[config.mk]
export PLATFORM = sky130hd
export DESIGN_NAME = vga_timing_driver
export DESIGN_NICKNAME = d
export VERILOG_FILES = /design/src/rtl/vga_timing_driver.sv
export SDC_FILE = /design/constraint.sdc
export NUM_CORES = 1
export LEC_CHECK = 0
export CORE_UTILIZATION = 35
export CTS_CLUSTER_SIZE = 8
export DETAILED_ROUTE_END_ITERATION = 12
export GPL_ROUTABILITY_DRIVEN = 0
export PLACE_DENSITY = 0.68
export SYNTH_ARGS = -nofsm -noshare
export SYNTH_HDL_FRONTEND = slang
export SYNTH_SLANG_ARGS = --single-unit
export TNS_END_PERCENT = 100
[constraint.sdc]
create_clock -name clk -period 3.28 [get_ports clk]
set_input_delay 0.656 -clock clk [delete_from_list [all_inputs] [get_ports clk]]
set_output_delay 0.656 -clock clk [all_outputs]
set_load 0.02 [all_outputs]
[src/rtl/vga_timing_driver.sv]
// VGA raster timing generator: free-running h/v counters, registered sync/DE, and a
// pixel request bus that leads active video by LAT cycles so returned data lines up with DE.
module vga_timing_driver #(
   parameter int unsigned H_SYNC  = 96,
   parameter int unsigned H_BACK  = 48,
   parameter int unsigned H_DISP  = 640,
   parameter int unsigned H_FRONT = 16,
   parameter int unsigned V_SYNC  = 2,
   parameter int unsigned V_BACK  = 33,
   parameter int unsigned V_DISP  = 480,
   parameter int unsigned V_FRONT = 10,
   parameter int unsigned HS_POL  = 0,
   parameter int unsigned VS_POL  = 0,
   parameter int unsigned LAT     = 1
) (
   input  logic        clk,
   input  logic        rstn,
   input  logic [15:0] pixel_data,
   output logic [10:0] pixel_xpos,
   output logic [10:0] pixel_ypos,
   output logic        pixel_req,
   output logic        vga_hs,
   output logic        vga_vs,
   output logic        vga_de,
   output logic [15:0] vga_rgb,
   output logic        frame_start
);

   localparam int unsigned H_TOTAL = H_SYNC + H_BACK + H_DISP + H_FRONT;
   localparam int unsigned V_TOTAL = V_SYNC + V_BACK + V_DISP + V_FRONT;
   localparam int unsigned H_START = H_SYNC + H_BACK;
   localparam int unsigned V_START = V_SYNC + V_BACK;

   localparam logic [10:0] HLast    = 11'(H_TOTAL - 1);
   localparam logic [10:0] VLast    = 11'(V_TOTAL - 1);
   localparam logic [10:0] HSyncEnd = 11'(H_SYNC);
   localparam logic [10:0] VSyncEnd = 11'(V_SYNC);
   localparam logic [10:0] HStart   = 11'(H_START);
   localparam logic [10:0] HEnd     = 11'(H_START + H_DISP);
   localparam logic [10:0] VStart   = 11'(V_START);
   localparam logic [10:0] VEnd     = 11'(V_START + V_DISP);
   localparam logic [11:0] HStartW  = 12'(H_START);
   localparam logic [11:0] HEndW    = 12'(H_START + H_DISP);
   localparam logic [11:0] LatW     = 12'(LAT);
   localparam logic        HsAct    = 1'(HS_POL);
   localparam logic        VsAct    = 1'(VS_POL);

   logic [10:0] h_cnt_q, h_cnt_d;
   logic [10:0] v_cnt_q, v_cnt_d;
   logic        hs_q, hs_d;
   logic        vs_q, vs_d;
   logic        de_q, de_d;
   logic        req_q, req_d;
   logic [10:0] xpos_q, xpos_d;
   logic [10:0] ypos_q, ypos_d;
   logic        fs_q, fs_d;

   logic        h_wrap;
   logic        v_win;
   logic [11:0] hr;

   always_comb begin
      h_wrap  = (h_cnt_q == HLast);
      h_cnt_d = h_wrap ? 11'd0 : h_cnt_q + 11'd1;
      v_cnt_d = v_cnt_q;
      if (h_wrap) begin
         v_cnt_d = (v_cnt_q == VLast) ? 11'd0 : v_cnt_q + 11'd1;
      end

      v_win = (v_cnt_q >= VStart) && (v_cnt_q < VEnd);
      // 12-bit look-ahead so h_cnt+LAT past the line end cannot wrap into the window
      hr    = {1'b0, h_cnt_q} + LatW;

      hs_d  = (h_cnt_q < HSyncEnd) ? HsAct : ~HsAct;
      vs_d  = (v_cnt_q < VSyncEnd) ? VsAct : ~VsAct;
      de_d  = (h_cnt_q >= HStart) && (h_cnt_q < HEnd) && v_win;
      req_d = (hr >= HStartW) && (hr < HEndW) && v_win;
      fs_d  = (h_cnt_q == 11'd0) && (v_cnt_q == 11'd0);

      xpos_d = 11'd0;
      ypos_d = 11'd0;
      if (req_d) begin
         xpos_d = 11'(hr - HStartW);
         ypos_d = v_cnt_q - VStart;
      end
   end

   always_ff @(posedge clk or negedge rstn) begin
      if (!rstn) begin
         h_cnt_q <= 11'd0;
         v_cnt_q <= 11'd0;
         hs_q    <= ~HsAct;
         vs_q    <= ~VsAct;
         de_q    <= 1'b0;
         req_q   <= 1'b0;
         xpos_q  <= 11'd0;
         ypos_q  <= 11'd0;
         fs_q    <= 1'b0;
      end else begin
         h_cnt_q <= h_cnt_d;
         v_cnt_q <= v_cnt_d;
         hs_q    <= hs_d;
         vs_q    <= vs_d;
         de_q    <= de_d;
         req_q   <= req_d;
         xpos_q  <= xpos_d;
         ypos_q  <= ypos_d;
         fs_q    <= fs_d;
      end
   end

   assign pixel_xpos  = xpos_q;
   assign pixel_ypos  = ypos_q;
   assign pixel_req   = req_q;
   assign vga_hs      = hs_q;
   assign vga_vs      = vs_q;
   assign vga_de      = de_q;
   assign frame_start = fs_q;
   // Blanking must never reach the DAC, whatever the display path returns
   assign vga_rgb     = de_q ? pixel_data : 16'h0000;

endmodule

Word-level counts from Yosys, hierarchy flattened
Cells that the tools add are included.
{"block": "word_totals", "ff_bits": 49, "output_inout_bits": 43}
{"block": "op_classes", "addsub": 5, "n_lt_le_gt_ge": 8, "n_eq_ne": 2, "mux": 7, "n_reduce_logical": 8}
{"op": "two-way mux 11 bit", "n": 4}
{"op": "adder 11 x 1 -> 11 bit, second input constant", "n": 2}
{"op": "equality test 11 x 10 -> 1 bit, second input constant", "n": 2}
{"op": "zero test 11 bit", "n": 2}
{"op": "< comparator 11 x 10 -> 1 bit, second input constant", "n": 2}
{"op": "two-way mux 16 bit", "n": 1}
{"op": "adder 11 x 1 -> 12 bit, second input constant", "n": 1}
{"op": ">= comparator 12 x 8 -> 1 bit, second input constant", "n": 1}
{"op": "< comparator 12 x 10 -> 1 bit, second input constant", "n": 1}
{"op": ">= comparator 11 x 6 -> 1 bit, second input constant", "n": 1}
{"op": ">= comparator 11 x 8 -> 1 bit, second input constant", "n": 1}
{"op": "< comparator 11 x 2 -> 1 bit, second input constant", "n": 1}
{"op": "< comparator 11 x 7 -> 1 bit, second input constant", "n": 1}
{"op": "subtractor 11 x 6 -> 11 bit, second input constant", "n": 1}
{"op": "subtractor 11 x 8 -> 11 bit, second input constant", "n": 1}
{"op": "logical AND 1 bit", "n": 6}
{"op": "two-way mux 1 bit", "n": 2}

Logic depth before layout (Yosys ltp)
{"block": "depth", "depth_word": 5, "depth_mapped": 12, "mapped_depth_nobuf": 11}

Least setup slack after synthesis
No wires, ideal clock.
{"block": "synth_timing", "path_kind": "register to register", "from": "register h_cnt_q[1]", "to": "register xpos_q[10], in the netlist pixel_xpos[10]", "setup_ns": 0.129, "t_arrival_ns": 2.310, "required_ns": 3.151, "path_slack_ns": 0.841, "path_stages_with_launch": 12, "synth_period_minus_slack_ns": 2.439, "cell_sequence": "dfrtp_1 ha_1 nand3_1 xnor2_1 inv_1 ha_1 inv_1 or3_1 clkbuf_2 a21oi_1 a21oi_1 o41a_1"}
{"block": "synth_via", "elab_chain_len": 5}
{"item": "start: declaration", "line": "48", "source": "logic [10:0] h_cnt_q, h_cnt_d;"}
{"item": "start signal: assignment", "line": "100", "source": "h_cnt_q <= h_cnt_d;"}
{"item": "adder 11 x 1 -> 12 bit *", "line": "72", "source": "hr = {1'b0, h_cnt_q} + LatW;"}
{"item": ">= comparator 12 x 8 -> 1 bit or < comparator 12 x 10 -> 1 bit (tied branches)", "line": "77", "source": "req_d = (hr >= HStartW) && (hr < HEndW) && v_win;"}
{"item": "logical AND 1 bit (2 in series)", "line": "77"}
{"item": "two-way mux 11 bit *", "line": "82", "source": "if (req_d) begin"}
{"item": "net xpos_d[10]", "line": "54", "source": "logic [10:0] xpos_q, xpos_d;"}
{"item": "end signal: assignment", "line": "106", "source": "xpos_q <= xpos_d;"}
{"item": "end: declaration", "line": "54"}
Mark *: on every way through the listed nets, which the timed path passes. The rest lies on a longest branch.
A chain may end at the register's enable or synchronous reset.

Final worst setup path
{"block": "layout_timing", "from": "register h_cnt_q[0]", "to": "register ypos_q[1], in the netlist pixel_ypos[1]"}
{"block": "layout_via", "elab_chain_len": 5}
{"item": "adder 11 x 1 -> 12 bit *", "line": "72"}
{"item": ">= comparator 12 x 8 -> 1 bit or < comparator 12 x 10 -> 1 bit (tied branches)", "line": "77"}
{"item": "logical AND 1 bit * (2 in series)", "line": "77"}
{"item": "net req_d", "line": "53", "source": "logic req_q, req_d;"}
{"item": "two-way mux 11 bit *", "line": "82"}
{"item": "net ypos_d[1]", "line": "55", "source": "logic [10:0] ypos_q, ypos_d;"}
{"item": "end signal: assignment", "line": "107", "source": "ypos_q <= ypos_d;"}
{"item": "end: declaration", "line": "55"}
Marked as above.

==> impl_metrics.env <==
export IMPL_synth_area_top_cells="dfrtp_1 (43%), and2_1 (5.2%), nor2_1 (5.2%), xnor2_1 (5.1%), nand2_1 (2.9%)"
export IMPL_fill_cells=708
export IMPL_power_frac_seq=0.617
export IMPL_finalCritPeriodShare=0.8947
export IMPL_route_vias_total=2242
export IMPL_cp_data_required_time_ps=3470
export IMPL_cts_setup_buffers=0
export IMPL_cts_root_buf="clkbuf_8"
export IMPL_postLayoutCoreUtil=0.4538
export IMPL_cts_clk_slew_worst_paths_ps=90
export IMPL_ctsResizeCount=0
export IMPL_grt_pass1_wl_um=10450
export IMPL_p_leak_nw=1.549
export IMPL_synth_top_area_frac=0.4261
export IMPL_dr_pass1_iters=4
export IMPL_yosys_top_cells_count="dfrtp_1 (47), nor2_1 (38), and2_1 (23)"
export IMPL_dp_hpwl_um=4513
export IMPL_grt_pass1_vias=2145
export IMPL_skew_ps=8.739
export IMPL_hold_class="in2async"
export IMPL_synth_top_family_by_area="simple AND/OR/NAND/NOR gates"
export IMPL_synth_edff_count=0
export IMPL_yosysUniqueCellTypes=56
export IMPL_wl_um=6118
export IMPL_vias_per_cell=5.027
export IMPL_initial_core_util=0.3590
export IMPL_numCtsBuffers=5
export IMPL_antenna_found_initial=0
export IMPL_critPathArrivalTime_ps=3130
export IMPL_synthXorXnorAreaFrac=0.07616
export IMPL_setup_violations=0
export IMPL_hold_viol_final=0
export IMPL_p_sw_uw=209.3
export IMPL_placed_area_mm2=0.003406
export IMPL_drc=0
export IMPL_antenna_left=0
export IMPL_rr_startpoint="h_cnt_q[0]"
export IMPL_drtIter0Drc=158
export IMPL_holdBufCountCts=0
export IMPL_area_growth_pct=26.38
export IMPL_fin_crit_ps=2935
export IMPL_end_kind="flip-flop"
export IMPL_cts_sinks=49
export IMPL_p_total_uw=978.4
export IMPL_path_class="reg2reg"
export IMPL_synthMostInstantiatedCell="dfrtp_1"
export IMPL_stdcell_area_mm2=0.003488
export IMPL_synth_seq_cells=49
export IMPL_clock_power_share=0.352
export IMPL_ios=61
export IMPL_yosysSeqAreaShare=0.4451
export IMPL_synthSimpleGateAreaFrac=0.2851
export IMPL_p_comb_frac=0.031
export IMPL_clock_latency_ps=300
export IMPL_core_area_mm2=0.007687
export IMPL_status="finished, final reports clean"
export IMPL_vdd_ir_drop_max_mv=0.1135
export IMPL_yosysTopAreaCell="dfrtp_1"
export IMPL_holdWs_ps=225.6
export IMPL_power_density_mw_per_mm2=280.5
export IMPL_layout_drive_gt1_share=0.07849
export IMPL_rsz0062_at_grt="false"
export IMPL_fp_dieH_um=90.81
export IMPL_synthAdderAreaFrac=0.02720
export IMPL_synthFlopType="dfrtp_1"
export IMPL_fin_nets=367
export IMPL_timing_final_max_slew_violations=0
export IMPL_diodes=0
export IMPL_grt_overflow=0
export IMPL_routedWlPerCell_um=13.72
export IMPL_io_buffers=60
export IMPL_grt_max_degree=37
export IMPL_synth_cell_area_mm2=0.002760
export IMPL_track_usage=0.1582
export IMPL_setup_tns_ps=0
export IMPL_dieArea_mm2=0.008246
export IMPL_async_flop_share=1.000
export IMPL_core_rowCount=32
export IMPL_p_int_uw=769.2
export IMPL_fmax_mhz=340.8
export IMPL_htree_levels=2
export IMPL_critPathLaunchType="flip-flop"
export IMPL_clock_path_buffers=2
export IMPL_synth_mux_area_frac=0.02312
export IMPL_netlist_instances=294
export IMPL_swShare=0.2139
export IMPL_crit_path_start="h_cnt_q[0]"
export IMPL_yosysWarnings=0
export IMPL_chipWidth_um=90.81
export IMPL_relSlewSlack=0.5592
export IMPL_drv_cap=0
export IMPL_cts_tree="done"
export IMPL_synth_area_per_cell_um2=9.388
export IMPL_synth_nets=318
export IMPL_tightest_slew_ps=652.6
export IMPL_synth_compound_area_frac=0.09338
export IMPL_cp_max_fo=18
[state kept, by name, indices dropped and copies added (netlist names)]
name	count
frame_start	1
h_cnt_q	11
pixel_req	1
pixel_xpos	11
pixel_ypos	11
v_cnt_q	11
vga_de	1
vga_hs	1
vga_vs	1
[final cells by class]
cell class	count	area [µm²]	share of cell area
multi-input combinational	213	1394	0.3996
sequential	49	1229	0.3522
timing repair buffer	62	610.6	0.1750
tap	102	127.6	0.03659
clock buffer	6	72.57	0.02080
inverter	12	45.04	0.01291
clock inverter	2	10.01	0.002869
[worst max-delay path, stage by stage (launching register included)]
cell	delay [ps]
dfrtp_1	500
ha_1	370
nand3_1	180
xnor2_1	220
ha_1	210
and3_1	160
a2111oi_0	460
o22ai_1	200
nand3_4	250
inv_1	100
and2_1	170
[per-stage QoR]
step | std cells | worst slack (ps)
2_1_floorplan | 294 | 840.5
3_3_place_gp | 438 | 504.7
3_5_place_dp | 438 | 357.3
4_1_cts | 446 | 328.1
5_1_grt | 446 | 128.0
6_report | 446 | 345.3
[path summary, 6_finish.rpt]
path                                 endpoint  slack (ps)  cells after the start
worst min register to register  pixel_ypos[0]         540                      1
min in group clk                pixel_ypos[0]         540                      1
max in group asynchronous              vga_vs        2280                      2
worst max register to register  pixel_ypos[1]         350                     10
worst min-delay path              h_cnt_q[10]         230                      1
worst max-delay path            pixel_ypos[1]         350                     10
[cell families after synthesis]
family          Yosys count
compound gates           37
xor+xnor                 24
fa+ha+maj                 6
buf+inv                  32
flops                    49
mux                       6
simple gates            140
[per-layer routing]
metal | GRT usage | wire length (µm)
met1 | 0.2082 | 2733
met2 | 0.2551 | 2888
met3 | 0.03788 | 410
met4 | 0.05291 | 86
met5 | 0 | 0
[power by group through the flow]
stage / registers (mW) / clock network, mW / logic, mW
final: 0.604 / 0.344 / 0.0305
after global placement: 0.616 / 0 / 0.0310
after global routing: 0.604 / 0.385 / 0.0346
after CTS: 0.604 / 0.357 / 0.0318
after detailed placement: 0.616 / 0 / 0.0318
after floorplan: 0.616 / 0 / 0.00000140
[cells in the final DEF (no fill, tap or decap), drive strengths merged, types with 3 or more instances in the layout]
master and n:
dfrtp 47, xor2 8, nand2 21, xnor2 16
nor2b 4, inv 11, and3 5, buf 3
a21oi 8, clkinv 3, a31oi 4, nor2 38
clkbuf 6, nor3 12, nor4 5, nand4 6
nor3b 3, mux2i 3, o21ai 7, nand3 8
clkdlybuf4s50 59, mux2 3, ha 6, and2 23
or2 3
Power figures use the tool's default switching activity.
